`src/rtl/dbus_bridge_if.sv`:
```
// ---------------------------------------------------------------------------
// dbus_bridge_if
// Signal bundle shared by the core data bus and the memory-side handshake
// bus that dbus_bridge converts between.
//
// Signals:
//   dreq_*   core request   (valid, addr, size, strobe, data)
//   dresp_*  core response  (addr_ok, data_ok, data, err)
//   mreq_*   memory request (valid, write, addr, size, strobe, wdata)
//   mresp_*  memory response(ready, valid, rdata)
//
// Modports:
//   slave  - the bridge itself: consumes dreq_*/mresp_*, drives dresp_*/mreq_*
//   master - the environment (core + memory): the mirror image
// ---------------------------------------------------------------------------
interface dbus_bridge_if #(
    parameter int ADDR_W = 32,
    parameter int DATA_W = 32
);
    logic              dreq_valid;
    logic [ADDR_W-1:0] dreq_addr;
    logic [2:0]        dreq_size;
    logic [3:0]        dreq_strobe;
    logic [DATA_W-1:0] dreq_data;

    logic              dresp_addr_ok;
    logic              dresp_data_ok;
    logic [DATA_W-1:0] dresp_data;
    logic              dresp_err;

    logic              mreq_valid;
    logic              mreq_write;
    logic [ADDR_W-1:0] mreq_addr;
    logic [2:0]        mreq_size;
    logic [3:0]        mreq_strobe;
    logic [DATA_W-1:0] mreq_wdata;

    logic              mresp_ready;
    logic              mresp_valid;
    logic [DATA_W-1:0] mresp_rdata;

    modport slave (
        input  dreq_valid, dreq_addr, dreq_size, dreq_strobe, dreq_data,
        output dresp_addr_ok, dresp_data_ok, dresp_data, dresp_err,
        output mreq_valid, mreq_write, mreq_addr, mreq_size, mreq_strobe, mreq_wdata,
        input  mresp_ready, mresp_valid, mresp_rdata
    );

    modport master (
        output dreq_valid, dreq_addr, dreq_size, dreq_strobe, dreq_data,
        input  dresp_addr_ok, dresp_data_ok, dresp_data, dresp_err,
        input  mreq_valid, mreq_write, mreq_addr, mreq_size, mreq_strobe, mreq_wdata,
        output mresp_ready, mresp_valid, mresp_rdata
    );
endinterface

```
`src/rtl/dbus_bridge.sv`:
```
// ---------------------------------------------------------------------------
// dbus_bridge
// Converts the core's data-bus request/response pair into a single
// outstanding transaction on the memory handshake bus. One request is
// accepted (addr_ok pulse), latched, issued to memory, and exactly one
// completion (data_ok pulse) is returned to the core.
//
// Ports:
//   clk    - clock
//   reset  - asynchronous, active-high reset; abandons any transaction
//   bus    - dbus_bridge_if.slave: dreq_*/dresp_* toward the core,
//            mreq_*/mresp_* toward memory
//
// Parameters:
//   TIMEOUT - cycles allowed in WAIT before an error completion (0 = off)
//   ADDR_W  - address width
//   DATA_W  - data width (only 32 is supported)
//
// Build option:
//   DBUS_ALIGN_CHECK_EN - when defined, misaligned half/word requests are
//                         completed immediately with err=1 and never
//                         reach memory.
// ---------------------------------------------------------------------------
module dbus_bridge #(
    parameter int TIMEOUT = 255,
    parameter int ADDR_W  = 32,
    parameter int DATA_W  = 32
) (
    input logic         clk,
    input logic         reset,
    dbus_bridge_if.slave bus
);

    typedef enum logic [1:0] {
        S_IDLE,
        S_ISSUE,
        S_WAIT,
        S_DONE
    } state_e;

    // Counter only ever needs to reach TIMEOUT-1.
    localparam int CNT_W = (TIMEOUT > 1) ? $clog2(TIMEOUT) : 1;
    localparam logic [CNT_W-1:0] CNT_LAST = CNT_W'((TIMEOUT > 0) ? TIMEOUT - 1 : 0);

    state_e            state_q, state_d;
    logic [CNT_W-1:0]  cnt_q, cnt_d;
    logic              write_q, write_d;
    logic [ADDR_W-1:0] addr_q, addr_d;
    logic [2:0]        size_q, size_d;
    logic [3:0]        strobe_q, strobe_d;
    logic [DATA_W-1:0] wdata_q, wdata_d;
    logic [DATA_W-1:0] rdata_q, rdata_d;
    logic              err_q, err_d;
    logic              misaligned;

`ifdef DBUS_ALIGN_CHECK_EN
    assign misaligned = ((bus.dreq_size == 3'd1) && bus.dreq_addr[0]) ||
                        ((bus.dreq_size == 3'd2) && (bus.dreq_addr[1:0] != 2'b00));
`else
    assign misaligned = 1'b0;
`endif

    // NOTE: every signal gets its default before the case so no path
    // leaves a value unassigned, which would infer a latch.
    always_comb begin
        state_d  = state_q;
        cnt_d    = cnt_q;
        write_d  = write_q;
        addr_d   = addr_q;
        size_d   = size_q;
        strobe_d = strobe_q;
        wdata_d  = wdata_q;
        rdata_d  = rdata_q;
        err_d    = err_q;

        case (state_q)
            S_IDLE: begin
                if (bus.dreq_valid) begin
                    addr_d   = bus.dreq_addr;
                    size_d   = bus.dreq_size;
                    strobe_d = bus.dreq_strobe;
                    wdata_d  = bus.dreq_data;
                    write_d  = |bus.dreq_strobe;
                    if (misaligned) begin
                        // Rejected without touching memory.
                        err_d   = 1'b1;
                        rdata_d = '0;
                        state_d = S_DONE;
                    end else begin
                        state_d = S_ISSUE;
                    end
                end
            end
            S_ISSUE: begin
                if (bus.mresp_ready) begin
                    cnt_d   = '0;
                    state_d = S_WAIT;
                end
            end
            S_WAIT: begin
                cnt_d = cnt_q + CNT_W'(1);
                // A response in the same cycle as the timeout takes priority.
                if (bus.mresp_valid) begin
                    rdata_d = write_q ? '0 : bus.mresp_rdata;
                    err_d   = 1'b0;
                    state_d = S_DONE;
                end else if ((TIMEOUT != 0) && (cnt_q == CNT_LAST)) begin
                    rdata_d = '0;
                    err_d   = 1'b1;
                    state_d = S_DONE;
                end
            end
            S_DONE: begin
                state_d = S_IDLE;
            end
            default: begin
                state_d = S_IDLE;
            end
        endcase
    end

    // NOTE: state registers use non-blocking assignments so every flop
    // samples the pre-edge value of its inputs.
    // NOTE: the request latches are reset too, so mreq_* and dresp_* read
    // 0 after reset rather than stale or unknown values.
    always_ff @(posedge clk or posedge reset) begin
        if (reset) begin
            state_q  <= S_IDLE;
            cnt_q    <= '0;
            write_q  <= 1'b0;
            addr_q   <= '0;
            size_q   <= '0;
            strobe_q <= '0;
            wdata_q  <= '0;
            rdata_q  <= '0;
            err_q    <= 1'b0;
        end else begin
            state_q  <= state_d;
            cnt_q    <= cnt_d;
            write_q  <= write_d;
            addr_q   <= addr_d;
            size_q   <= size_d;
            strobe_q <= strobe_d;
            wdata_q  <= wdata_d;
            rdata_q  <= rdata_d;
            err_q    <= err_d;
        end
    end

    // addr_ok is combinational from dreq_valid; masked during reset so all
    // outputs read 0 while reset is held even if the core keeps requesting.
    assign bus.dresp_addr_ok = (state_q == S_IDLE) && bus.dreq_valid && !reset;
    assign bus.dresp_data_ok = (state_q == S_DONE);
    assign bus.dresp_data    = rdata_q;
    assign bus.dresp_err     = err_q;

    assign bus.mreq_valid    = (state_q == S_ISSUE);
    assign bus.mreq_write    = write_q;
    assign bus.mreq_addr     = addr_q;
    assign bus.mreq_size     = size_q;
    assign bus.mreq_strobe   = strobe_q;
    assign bus.mreq_wdata    = wdata_q;

endmodule
```
`src/flat_wrapper.sv`:
```
// flat-port wrapper written by rule: the top's interface ports become plain ports
module dbus_bridge_flat 
#(
    parameter int TIMEOUT = 255,
    parameter int ADDR_W  = 32,
    parameter int DATA_W  = 32
)
  (clk, reset, bus_dreq_valid, bus_dreq_addr, bus_dreq_size, bus_dreq_strobe, bus_dreq_data, bus_dresp_addr_ok, bus_dresp_data_ok, bus_dresp_data, bus_dresp_err, bus_mreq_valid, bus_mreq_write, bus_mreq_addr, bus_mreq_size, bus_mreq_strobe, bus_mreq_wdata, bus_mresp_ready, bus_mresp_valid, bus_mresp_rdata);
  dbus_bridge_if #(.ADDR_W(ADDR_W), .DATA_W(DATA_W)) bus_i ();
  input logic clk;
  input logic reset;
  input wire logic [$bits(bus_i.dreq_valid)-1:0] bus_dreq_valid;
  input wire logic [$bits(bus_i.dreq_addr)-1:0] bus_dreq_addr;
  input wire logic [$bits(bus_i.dreq_size)-1:0] bus_dreq_size;
  input wire logic [$bits(bus_i.dreq_strobe)-1:0] bus_dreq_strobe;
  input wire logic [$bits(bus_i.dreq_data)-1:0] bus_dreq_data;
  output wire logic [$bits(bus_i.dresp_addr_ok)-1:0] bus_dresp_addr_ok;
  output wire logic [$bits(bus_i.dresp_data_ok)-1:0] bus_dresp_data_ok;
  output wire logic [$bits(bus_i.dresp_data)-1:0] bus_dresp_data;
  output wire logic [$bits(bus_i.dresp_err)-1:0] bus_dresp_err;
  output wire logic [$bits(bus_i.mreq_valid)-1:0] bus_mreq_valid;
  output wire logic [$bits(bus_i.mreq_write)-1:0] bus_mreq_write;
  output wire logic [$bits(bus_i.mreq_addr)-1:0] bus_mreq_addr;
  output wire logic [$bits(bus_i.mreq_size)-1:0] bus_mreq_size;
  output wire logic [$bits(bus_i.mreq_strobe)-1:0] bus_mreq_strobe;
  output wire logic [$bits(bus_i.mreq_wdata)-1:0] bus_mreq_wdata;
  input wire logic [$bits(bus_i.mresp_ready)-1:0] bus_mresp_ready;
  input wire logic [$bits(bus_i.mresp_valid)-1:0] bus_mresp_valid;
  input wire logic [$bits(bus_i.mresp_rdata)-1:0] bus_mresp_rdata;
  assign bus_i.dreq_valid = bus_dreq_valid;
  assign bus_i.dreq_addr = bus_dreq_addr;
  assign bus_i.dreq_size = bus_dreq_size;
  assign bus_i.dreq_strobe = bus_dreq_strobe;
  assign bus_i.dreq_data = bus_dreq_data;
  assign bus_dresp_addr_ok = bus_i.dresp_addr_ok;
  assign bus_dresp_data_ok = bus_i.dresp_data_ok;
  assign bus_dresp_data = bus_i.dresp_data;
  assign bus_dresp_err = bus_i.dresp_err;
  assign bus_mreq_valid = bus_i.mreq_valid;
  assign bus_mreq_write = bus_i.mreq_write;
  assign bus_mreq_addr = bus_i.mreq_addr;
  assign bus_mreq_size = bus_i.mreq_size;
  assign bus_mreq_strobe = bus_i.mreq_strobe;
  assign bus_mreq_wdata = bus_i.mreq_wdata;
  assign bus_i.mresp_ready = bus_mresp_ready;
  assign bus_i.mresp_valid = bus_mresp_valid;
  assign bus_i.mresp_rdata = bus_mresp_rdata;
  dbus_bridge #(.TIMEOUT(TIMEOUT), .ADDR_W(ADDR_W), .DATA_W(DATA_W)) u_core (.clk(clk), .reset(reset), .bus(bus_i));
endmodule
```
`config.mk`:
```
export PLATFORM = sky130hd
export DESIGN_NAME = dbus_bridge_flat
export DESIGN_NICKNAME = d
export VERILOG_FILES = /design/src/rtl/dbus_bridge_if.sv /design/src/rtl/dbus_bridge.sv /design/src/flat_wrapper.sv
export SDC_FILE = /design/constraint.sdc
export NUM_CORES = 1
export LEC_CHECK = 0
export ABC_CLOCK_PERIOD_IN_PS = 7500
export BUFFER_PORTS_ARGS = -buffer_cell sky130_fd_sc_hd__buf_2
export CORE_UTILIZATION = 49
export CTS_BUF_LIST = sky130_fd_sc_hd__clkbuf_8 sky130_fd_sc_hd__clkbuf_16
export DETAILED_ROUTE_END_ITERATION = 7
export GPL_ROUTABILITY_DRIVEN = 0
export PLACE_DENSITY_LB_ADDON = 0.2
export SYNTH_ARGS = -nofsm -noshare
export SYNTH_HDL_FRONTEND = slang
export SYNTH_SLANG_ARGS = --single-unit
```
`constraint.sdc`:
```
create_clock -name clk -period 7.5 [get_ports clk]
set_clock_uncertainty 0.2 [all_clocks]
set_input_delay 0.75 -clock clk [delete_from_list [all_inputs] [get_ports clk]]
set_output_delay 0.75 -clock clk [all_outputs]
set_load 0.005 [all_outputs]
```
[Yosys cells after proc, flatten, opt, wreduce, memory -nomap -nowiden]
Index checks and enable logic that the tools add are counted.
Widths: inputs -> output; s select.
Storage, ports and cells
  ROM bits: 0
  register bits: 115
  logic and storage cells: 40
  bits in latches: 0
  output and inout bits: 108
  memory bits (writable): 0
  memories kept: 0
Cells by class
  multipliers: 0
  $lt $le $gt $ge: 0
  mux-type cells: 12
  equal/unequal tests: 7
  bitwise logic cells: 0
  divide/modulo/power cells: 0
  reductions and logical operators: 11
  $add $sub $neg: 1
  shift operators: 0
Operators by type and width (number)
  $mux 32: 3
  $pmux 8 s2: 1
  $add 8x1->8 const B: 1
  $eq 8x8->1 const B: 1
  $mux 2: 4
  $mux 8: 1
  $pmux 2 s4: 1
  $reduce_and 2->1: 3
  $eq 2x2->1 const B: 2
  $reduce_bool 2->1: 2
  $reduce_or 4->1: 1
  $ne 3x2->1 const B: 1
  $reduce_and 3->1: 1
  $eq 2x1->1 const B: 1
  $logic_and 1x1->1: 2
  $logic_not 2->1: 1
  $mux 1: 2
  $ne 2x1->1 const B: 1
  $ne 2x2->1 const B: 1
  $logic_not 1->1: 1

[Logic depth before layout (Yosys ltp)]
Gate-level depths: netlist of run 1.
  depth in word-level cells: 4
  gate-level depth with buffers: 7

[Worst setup path before layout of run 1]
Ideal clock, no wire load.
  kind: in2out
  start: input port bus_dreq_valid
  end: output port bus_dresp_addr_ok
  stages: 4
  path buffers: 2
  path slack: 5290 ps
  data arrival time: 1260 ps
  required time: 6550 ps
  cell sequence: nand2_1 -> buf_2 -> buf_2 -> nor2_1
On the way
  longest elaborated chain between the ends: 2
RTL lines
  start: declaration: line flat_wrapper.sv:12  | input wire logic [$bits(bus_i.dreq_valid)-1:0] bus_dreq_valid;
  $logic_and 1x1->1 (2 in series): line dbus_bridge.sv:152  | assign bus.dresp_addr_ok = (state_q == S_IDLE) && bus.dreq_valid && !reset;
  end: declaration: line flat_wrapper.sv:17  | output wire logic [$bits(bus_i.dresp_addr_ok)-1:0] bus_dresp_addr_ok;
No other way between the ends.

[Final worst setup path of run 1]
  start: register u_core.state_q[0]
  end: output port bus_dresp_addr_ok
On the way
  longest elaborated chain between the ends: 3
RTL lines
  start: declaration: line dbus_bridge.sv:45  | state_e state_q, state_d;
  start signal: assignment: line dbus_bridge.sv:138  | state_q <= state_d;
  $logic_not 2->1: line dbus_bridge.sv:152
  $logic_and 1x1->1 (2 in series): line dbus_bridge.sv:152
No other way between the ends.

==> metrics list, run 1 <==
* FF+latch count, synth: between 100 and 150
* Routed Antenna Nets: 0
* Critical path start-end classification: register to output pin
- The clock tree synthesis step divided the H-tree into 4 levels.
- In this run the core area contains 34 standard-cell rows.
* Origin of the worst setup path: u_core.state_q[0]$_DFFE_PP0P_
- For the worst-skew pair, the clock arrives at the later sink with an insertion delay of about 500 ps.
- Maximum Capacitance Violations: 0
* Post-cts sizing count: 0
- Placed standard-cell area: 5600 um2
- Synthesized instance count: roughly 290
* Mean Syn Cell Area: 15.2 um2
- Met3 track demand over resource: just under 8%
- Layer with the highest usage: met2
- Number of port buffers: 215
- The clock passes through at most 2 buffers.
- I/O pin count: between 200 and 250
* Total non-filler cell area in the finished layout: about 6200 um2
- Fraction of final layout cells with drive strength greater than 1: 50.6%
- Clk sinks: between 100 and 150
* Critical Path Source Type: register
- The number of hold buffers added after CTS was 0.
- Sequential-to-total area share from yosys stat: between 60% and 70%
- Footprint of the multi-input gates: ~1500 um2
- Final cycle utilization of the critical path: between 40% and 50%
* Initial core utilization: 50.8%
- Using the TritonRoute via totals, the vias-per-cell ratio works out to about 5.1.
- Global-route usage over all layers: a little under a quarter
* Clock transition at the registers of the reported paths: 60 ps
- When the netlist entered floorplanning its net count stood at 407.
- Met1 routing resource usage after global routing: around 28%
* Pleak: around 3.2 nW
- sky130_fd_sc_hd__dfrtp_1 takes more of the synthesized area than any other cell.
* Initial antenna violation count: 0
- Cells taking the most area after synthesis: sky130_fd_sc_hd__dfrtp_1, sky130_fd_sc_hd__mux2_1, sky130_fd_sc_hd__a22o_1
* Routed wirelength normalized by instance count: around 16 um
- The routed design has about 10000 um of wire.
- Met2 usage in global routing: between 30% and 40%
- Vias in the first global route: 3394
* Antenna cells: 0
- DRC marker count from the first detailed-route iteration: 87
* Path class of the lowest-slack min-delay path: primary input to async pin
- Final setup violation count: 0
* Setup repair after global routing missed its margin: false
* CP endpoint kind: output pin
- The worst pin sits at a relative slew slack of about half.
- The worst-case IR drop observed on VDD is ~230 uV.
* Synth warnings: 0
- The run finished with clean final reports.
- Critical path required time: between 6000 and 7000 ps
- Overall Power: 0.00272 W
- Across the whole layout, storage elements account for 2880 um2.
- The count of cells in the finished layout, fillers not included, comes to roughly 640.
- Estimated wirelength of the detail-placed design: about 7400 um
- Global routing finished with a remaining overflow of 0.
* Max FO, Critical Path: between 40 and 50
* Worst Tran Pin Value: approximately 760 ps
* Die width: about 97 um
* Die Span Y: roughly 97 um
- Wire length of the first global-routing pass: approximately 17000 um
* Maximum number of pins on one net before global-route repair: 64
- In this run the critical register-to-register path is launched from u_core.state_q[0]$_DFFE_PP0P_.
- Share of Yosys cell area claimed by the top area cell type: around 65%
- TritonCTS clock tree: done
* Fin crit period: between 3000 and 4000 ps
* Total DRC errors in the routed layout: 0
- Endpoints failing hold: 0
* Power density relative to cell area: between 400 and 500 nW/um2
- Post-Syn Area: roughly 4400 um2
- Detailed-routing iteration count for the pre-antenna-repair pass: 4
- Detailed routing inserted a total of 3257 vias.
- Once the clock tree was built, the setup fixing pass inserted 0 buffers.
- Number of distinct library cells after synthesis: 30
* Total number of nets in the final design: between 600 and 700
- The number of max-slew violations in the final report was 0.
- TritonCTS created 17 clock buffers.
- Including well taps, the total number of placed cells is 604.
- Sum of negative setup slack: 0 ps
- Data arrives at the worst endpoint at approximately 2400 ps.
- Floorplan core area: about 8800 um2
- Counting the fill cells in the layout gives 605.
* Root buffer cell: sky130_fd_sc_hd__clkbuf_8
* Total Die Area: approximately 9500 um2
- Static timing analysis puts the maximum clock frequency at approximately 300 MHz.
* Layout overhead on the synthesized area: 39.9%
==> registers in the layout, indices dropped and copies added (netlist names) <==
signal                  cells
u_core.bus.mreq_strobe      4
u_core.state_q              2
u_core.bus.dresp_err        1
u_core.bus.mreq_wdata      32
u_core.bus.dresp_data      32
u_core.cnt_q                8
u_core.bus.mreq_size        3
u_core.bus.mreq_addr       32
u_core.bus.mreq_write       1
==> report_power, final <==
part	total (W)	internal [W]	leakage (nW)	switching (W)
logic	0.000829	0.000449	1.51	0.000380
registers	0.00107	0.000912	1.41	0.000153
clock network	0.000829	0.000556	0.305	0.000273
total	0.00272	0.00192	3.23	0.000807
==> synthesized netlist by cell type <==
library cell,number
sky130_fd_sc_hd__dfrtp_1,115
sky130_fd_sc_hd__mux2_1,62
sky130_fd_sc_hd__a22o_1,35
sky130_fd_sc_hd__buf_2,12
sky130_fd_sc_hd__mux2_2,10
sky130_fd_sc_hd__nand2_1,10
sky130_fd_sc_hd__ha_1,6
sky130_fd_sc_hd__inv_1,6
sky130_fd_sc_hd__nor2_1,4
sky130_fd_sc_hd__o21ai_1,4
sky130_fd_sc_hd__buf_6,3
sky130_fd_sc_hd__nand3_1,3
sky130_fd_sc_hd__nor3_1,3
sky130_fd_sc_hd__nand2b_1,2
sky130_fd_sc_hd__o21ai_0,2
sky130_fd_sc_hd__xnor2_1,2
sky130_fd_sc_hd__a21oi_1,1
sky130_fd_sc_hd__a2bb2oi_1,1
sky130_fd_sc_hd__and3_1,1
sky130_fd_sc_hd__mux2i_1,1
sky130_fd_sc_hd__mux2i_2,1
sky130_fd_sc_hd__nand2_2,1
sky130_fd_sc_hd__nand4_2,1
sky130_fd_sc_hd__nor2_2,1
sky130_fd_sc_hd__nor4_1,1
sky130_fd_sc_hd__o21a_1,1
sky130_fd_sc_hd__o21bai_2,1
sky130_fd_sc_hd__o221a_2,1
sky130_fd_sc_hd__o31ai_1,1
sky130_fd_sc_hd__or3_1,1
==> metrics by stage <==
step                setup WS (ps)  util (%)  hold WS, ps
finish                       4150      71.0          141
global route                 3930      71.0          172
CTS                          4110      71.0          151
detailed placement           4510      63.9          275
global placement             4530      63.9          268
floorplan                    3510         -          288
==> area by class of cell <==
type / instances / area share (%)
Clock buffer: 19 / 7.10
Clock inverter: 13 / 2.96
Inverter: 6 / 0.402
Multi-Input combinational cell: 157 / 23.5
Sequential cell: 115 / 46.2
Tap cell: 108 / 2.17
Timing Repair Buffer: 218 / 17.7
==> final timing paths <==
path | depth (start not counted) | slack (ps) | end
setup / recovery | 6 | 4150 | bus_dresp_addr_ok
hold / removal | 2 | 140 | u_core.bus.mreq_addr[16]$_DFFE_PP0P_
setup reg to reg | 5 | 5090 | u_core.bus.mreq_strobe[2]$_DFFE_PP0P_
hold reg to reg | 1 | 280 | u_core.bus.mreq_wdata[13]$_DFFE_PP0P_
max in group asynchronous | 3 | 5730 | u_core.bus.mreq_addr[1]$_DFFE_PP0P_
min in group clk | 2 | 250 | u_core.bus.mreq_addr[29]$_DFFE_PP0P_
==> worst max-delay path, cell delays in order (launching register included) <==
cell	delay, ps
sky130_fd_sc_hd__dfrtp_1	390
sky130_fd_sc_hd__inv_1	80
sky130_fd_sc_hd__ha_1	250
sky130_fd_sc_hd__nand2_4	350
sky130_fd_sc_hd__buf_4	570
sky130_fd_sc_hd__nor2_1	70
sky130_fd_sc_hd__buf_2	140
==> logic make-up (layout without fill, tap and decap cells) <==
group | Yosys count | count (layout) | synth area share (%)
muxes | 74 | 74 | 18.8
adders and majority gates | 6 | 6 | 1.69
buffers and inverters | 21 | 256 | 2.62
DFF | 115 | 115 | 64.7
and+or+nand+nor | 28 | 28 | 3.12
xor gates and xnor gates | 2 | 2 | 0.394
AOI/OAI and AO/OA | 47 | 47 | 8.72
==> routing by layer <==
layer | routed length [um] | part of all wire (%) | vias up
met4 | 257 | 2.5 | 0
met3 | 767 | 7.4 | 22
li1 | - | - | 1508
met1 | 4180 | 40 | 1577
met2 | 5160 | 50 | 150
met5 | 0 | 0 | -
==> cells in the final DEF (no fill, tap or decap), types with 3 or more instances in the layout <==
cell type / synthesis / layout
sky130_fd_sc_hd__inv_1: 6 / 6
sky130_fd_sc_hd__dfrtp_1: 115 / 115
sky130_fd_sc_hd__nor2_1: 4 / 4
sky130_fd_sc_hd__nor3_1: 3 / 3
sky130_fd_sc_hd__bufinv_16: 0 / 4
sky130_fd_sc_hd__clkbuf_8: 0 / 3
sky130_fd_sc_hd__ha_1: 6 / 6
sky130_fd_sc_hd__clkinv_4: 0 / 4
sky130_fd_sc_hd__nand2_1: 10 / 9
sky130_fd_sc_hd__buf_4: 0 / 3
sky130_fd_sc_hd__a22o_1: 35 / 35
sky130_fd_sc_hd__mux2_2: 10 / 10
sky130_fd_sc_hd__mux2_1: 62 / 62
sky130_fd_sc_hd__clkbuf_16: 0 / 16
sky130_fd_sc_hd__o21ai_1: 4 / 4
sky130_fd_sc_hd__buf_2: 12 / 215
sky130_fd_sc_hd__nand3_1: 3 / 3
No activity file was read; power rests on OpenSTA's default activity.
==> run 2: changes to the inputs <==
Settings changed: ABC_CLOCK_PERIOD_IN_PS 7500 to 3300, CORE_UTILIZATION 49 to 46.
Clock period 7.5 ns to 3.3 ns, I/O delays scaled along.
==> run 2 against run 1 <==
Global-route usage increased by 2.6 points. Critical path type unchanged. First-iteration DRC count increased by 18%. Largest cell class unchanged. Worst setup slack got worse by 3600 ps. Worst hold slack got worse by 110 ps. Critical path depth decreased by 1.
==> metrics list, run 2 (synthesis results as in run 1) <==
- On the critical path, the stage with the largest delay is an instance of sky130_fd_sc_hd__nand2_4.
- The worst setup path is launched from a register.
* Clock transition at the registers of the reported paths: 60 ps
- Cells with a size suffix above 1 make up about two fifths of the layout.
* Critical path start-end classification: register to output pin
* Placed cells: between 600 and 700
- The tool flagged a number of max-cap violations equal to 0.
- The count of nets left with antenna violations once routing finished came out at 0.
- The routed layout has ~3700 vias.
* FILL cells: about 550
- For this run, the detailed router's first-pass iteration total came to 4.
- Hold buffer count at cts: 105
* Setup repair after global routing missed its margin: false
- Final cycle utilization of the critical path: 82.5%
* Critical path required time: 2770 ps
* Worst Tran Pin Value: about 1000 ps
* Number of port buffers: between 200 and 250
- Entering global routing, the biggest net connects 79 pins.
- Setup violations remaining at the end of the flow were counted as 0.
- Footprint of the multi-input gates: approximately 1500 um2
* Vias in the first global route: 3996
* Number of pins exceeding their max-slew limit in the final report: 0
* Die width: around 100 um
- Post-Route WL: around 13000 um
- Number of levels the H-tree was split into: 4
- Once detailed placement completed, the half-perimeter wirelength came to 7080 um.
- The worst-case IR drop observed on VDD is a little under 500 uV.
- Headroom to the max-slew limit came out at 33.7%.
- The number of antenna violations at the first check in global routing was 0.
- Clock tree synthesis selected as its root buffer the cell sky130_fd_sc_hd__clkbuf_8.
* Vias per Instance: between 4 and 5
- Die Span Y: around 100 um
- The min-delay analysis places its worst path in the category primary input to register.
* Pleak: 3.65 nW
* Outcome: completed
- The first routing iteration left slightly above 100 violations.
* Data arrival time at the worst-slack endpoint: roughly 2200 ps
* Power density relative to cell area: between 800 and 900 nW/um2
- Crit-path max cell delay: between 600 and 700 ps
* Number of placement rows: 35
* Sum of negative setup slack: 0 ps
- Worst hold slack across all endpoints: ~33 ps
- Number of post-CTS setup repair buffers: 0
* Floorplan core area: just over 9000 um2
* Antenna cells: 0
- Top library cells by usage in the layout, fill and taps aside: sky130_fd_sc_hd__buf_2, sky130_fd_sc_hd__dfrtp_1, sky130_fd_sc_hd__dlygate4sd3_1, sky130_fd_sc_hd__mux2_1, sky130_fd_sc_hd__a22o_1
* Most frequent standard cell in the layout excluding fill and tap cells: sky130_fd_sc_hd__buf_2
- Deepest clock path buffer count: 2
- Total non-filler cell area in the finished layout: slightly above 7000 um2
- Walking the worst path, the cells encountered are inv_1, ha_1, nand2_4, nor2_1, buf_2.
* CP Buf/Inv Count: 2
* Cts bufs inserted: 17
* Clk sinks: about 120
* Post-cts sizing count: 0
* Worst path top cell family by delay: simple AND/OR/NAND/NOR gates
- Total number of nets in the final design: ~730
* Endpoints failing hold: 0
- From synthesis to final layout, the design area changed by 63.3%.
* GRT overflow: 0
- Number of non-filler instances in the completed layout: ~760
- 216 I/O pins were placed.
- Sequential standard cell area: between 2000 and 3000 um2
- TritonCTS clock tree: done
- Fin crit period: roughly 2700 ps
- Total DRC errors in the routed layout: 0
- Clock latency on the worst-skew pair, taken at its later pin, is 500 ps.
- The die covers just over 10000 um2.
* CP endpoint kind: output pin
- Max FO, Critical Path: between 70 and 80
- Placed standard-cell area: 5630 um2
* Initial core utilization: roughly 48%
- Wire length of the first global-routing pass: around 20000 um
- For this run, the total global-route usage over all layers was measured as between 20% and 30%.
- Fmax: ~370 MHz
- Routed wirelength normalized by instance count: 16.6 um
==> run 2: changes by cell type in the layout (fill, tap and decap cells not counted) <==
| cell | delta |
|---|---|
| sky130_fd_sc_hd__buf_12 | +1 |
| sky130_fd_sc_hd__buf_4 | -2 |
| sky130_fd_sc_hd__bufinv_16 | -1 |
| sky130_fd_sc_hd__clkbuf_8 | -2 |
| sky130_fd_sc_hd__clkinv_2 | +2 |
| sky130_fd_sc_hd__clkinv_4 | -1 |
| sky130_fd_sc_hd__clkinvlp_4 | +1 |
| sky130_fd_sc_hd__dlygate4sd3_1 | +105 |
| sky130_fd_sc_hd__inv_1 | +1 |
| sky130_fd_sc_hd__inv_4 | -1 |
| sky130_fd_sc_hd__inv_6 | +1 |
==> run 2: report_power, final <==
| part | switching (W) | internal (W) |
|---|---|---|
| Sequential | 0.000366 | 0.00207 |
| Clock | 0.000641 | 0.00114 |
| Combinational | 0.000919 | 0.00111 |
==> run 2: final cells by class <==
cell class | count | area share, %
Sequential cell | 115 | 39.6
Multi-Input combinational cell | 157 | 20.1
Timing Repair Buffer | 322 | 29.7
Clock inverter | 15 | 2.31
Clock buffer | 17 | 5.70
Tap cell | 129 | 2.22
Inverter | 6 | 0.362
==> run 2: routing by layer <==
metal  wire [um]  vias to the layer above  global-route usage, %
met5           0                        -                      0
met4         413                        0                   13.0
met3         808                       34                   7.38
met2        6660                      155                   47.5
met1        4760                     1803                   27.2
li1            -                     1720                      -
==> run 2: final timing paths <==
check                                                     start                                    to  slack [ps]  cells after the start
hold reg to reg            u_core.bus.mreq_wdata[6]$_DFFE_PP0P_  u_core.bus.mreq_wdata[6]$_DFFE_PP0P_         290                      1
min in group asynchronous                                 reset  u_core.bus.mreq_addr[20]$_DFFE_PP0P_         340                      3
setup / recovery                  u_core.state_q[0]$_DFFE_PP0P_                     bus_dresp_addr_ok         580                      5
setup reg to reg                  u_core.state_q[0]$_DFFE_PP0P_  u_core.bus.mreq_addr[31]$_DFFE_PP0P_        1080                      4
hold / removal                                  bus_mresp_ready           u_core.cnt_q[3]$_DFFE_PP0P_          30                      3
max in group asynchronous                                 reset  u_core.bus.mreq_wdata[0]$_DFFE_PP0P_        1690                      4
==> run 2: through the flow <==
stage	setup WS, ps	util, %	power [W]
after global routing	379	78.2	0.00664
after detailed placement	1070	60.6	0.00433
after CTS	524	78.2	0.00623
after floorplan	1370	-	0.00341
final	576	78.2	0.00625
after global placement	1110	60.6	0.00425
==> run 2: tightest hold or removal path: stages <==
cell	delay, ps
sky130_fd_sc_hd__buf_2	100
sky130_fd_sc_hd__and3_1	210
sky130_fd_sc_hd__a21oi_1	50
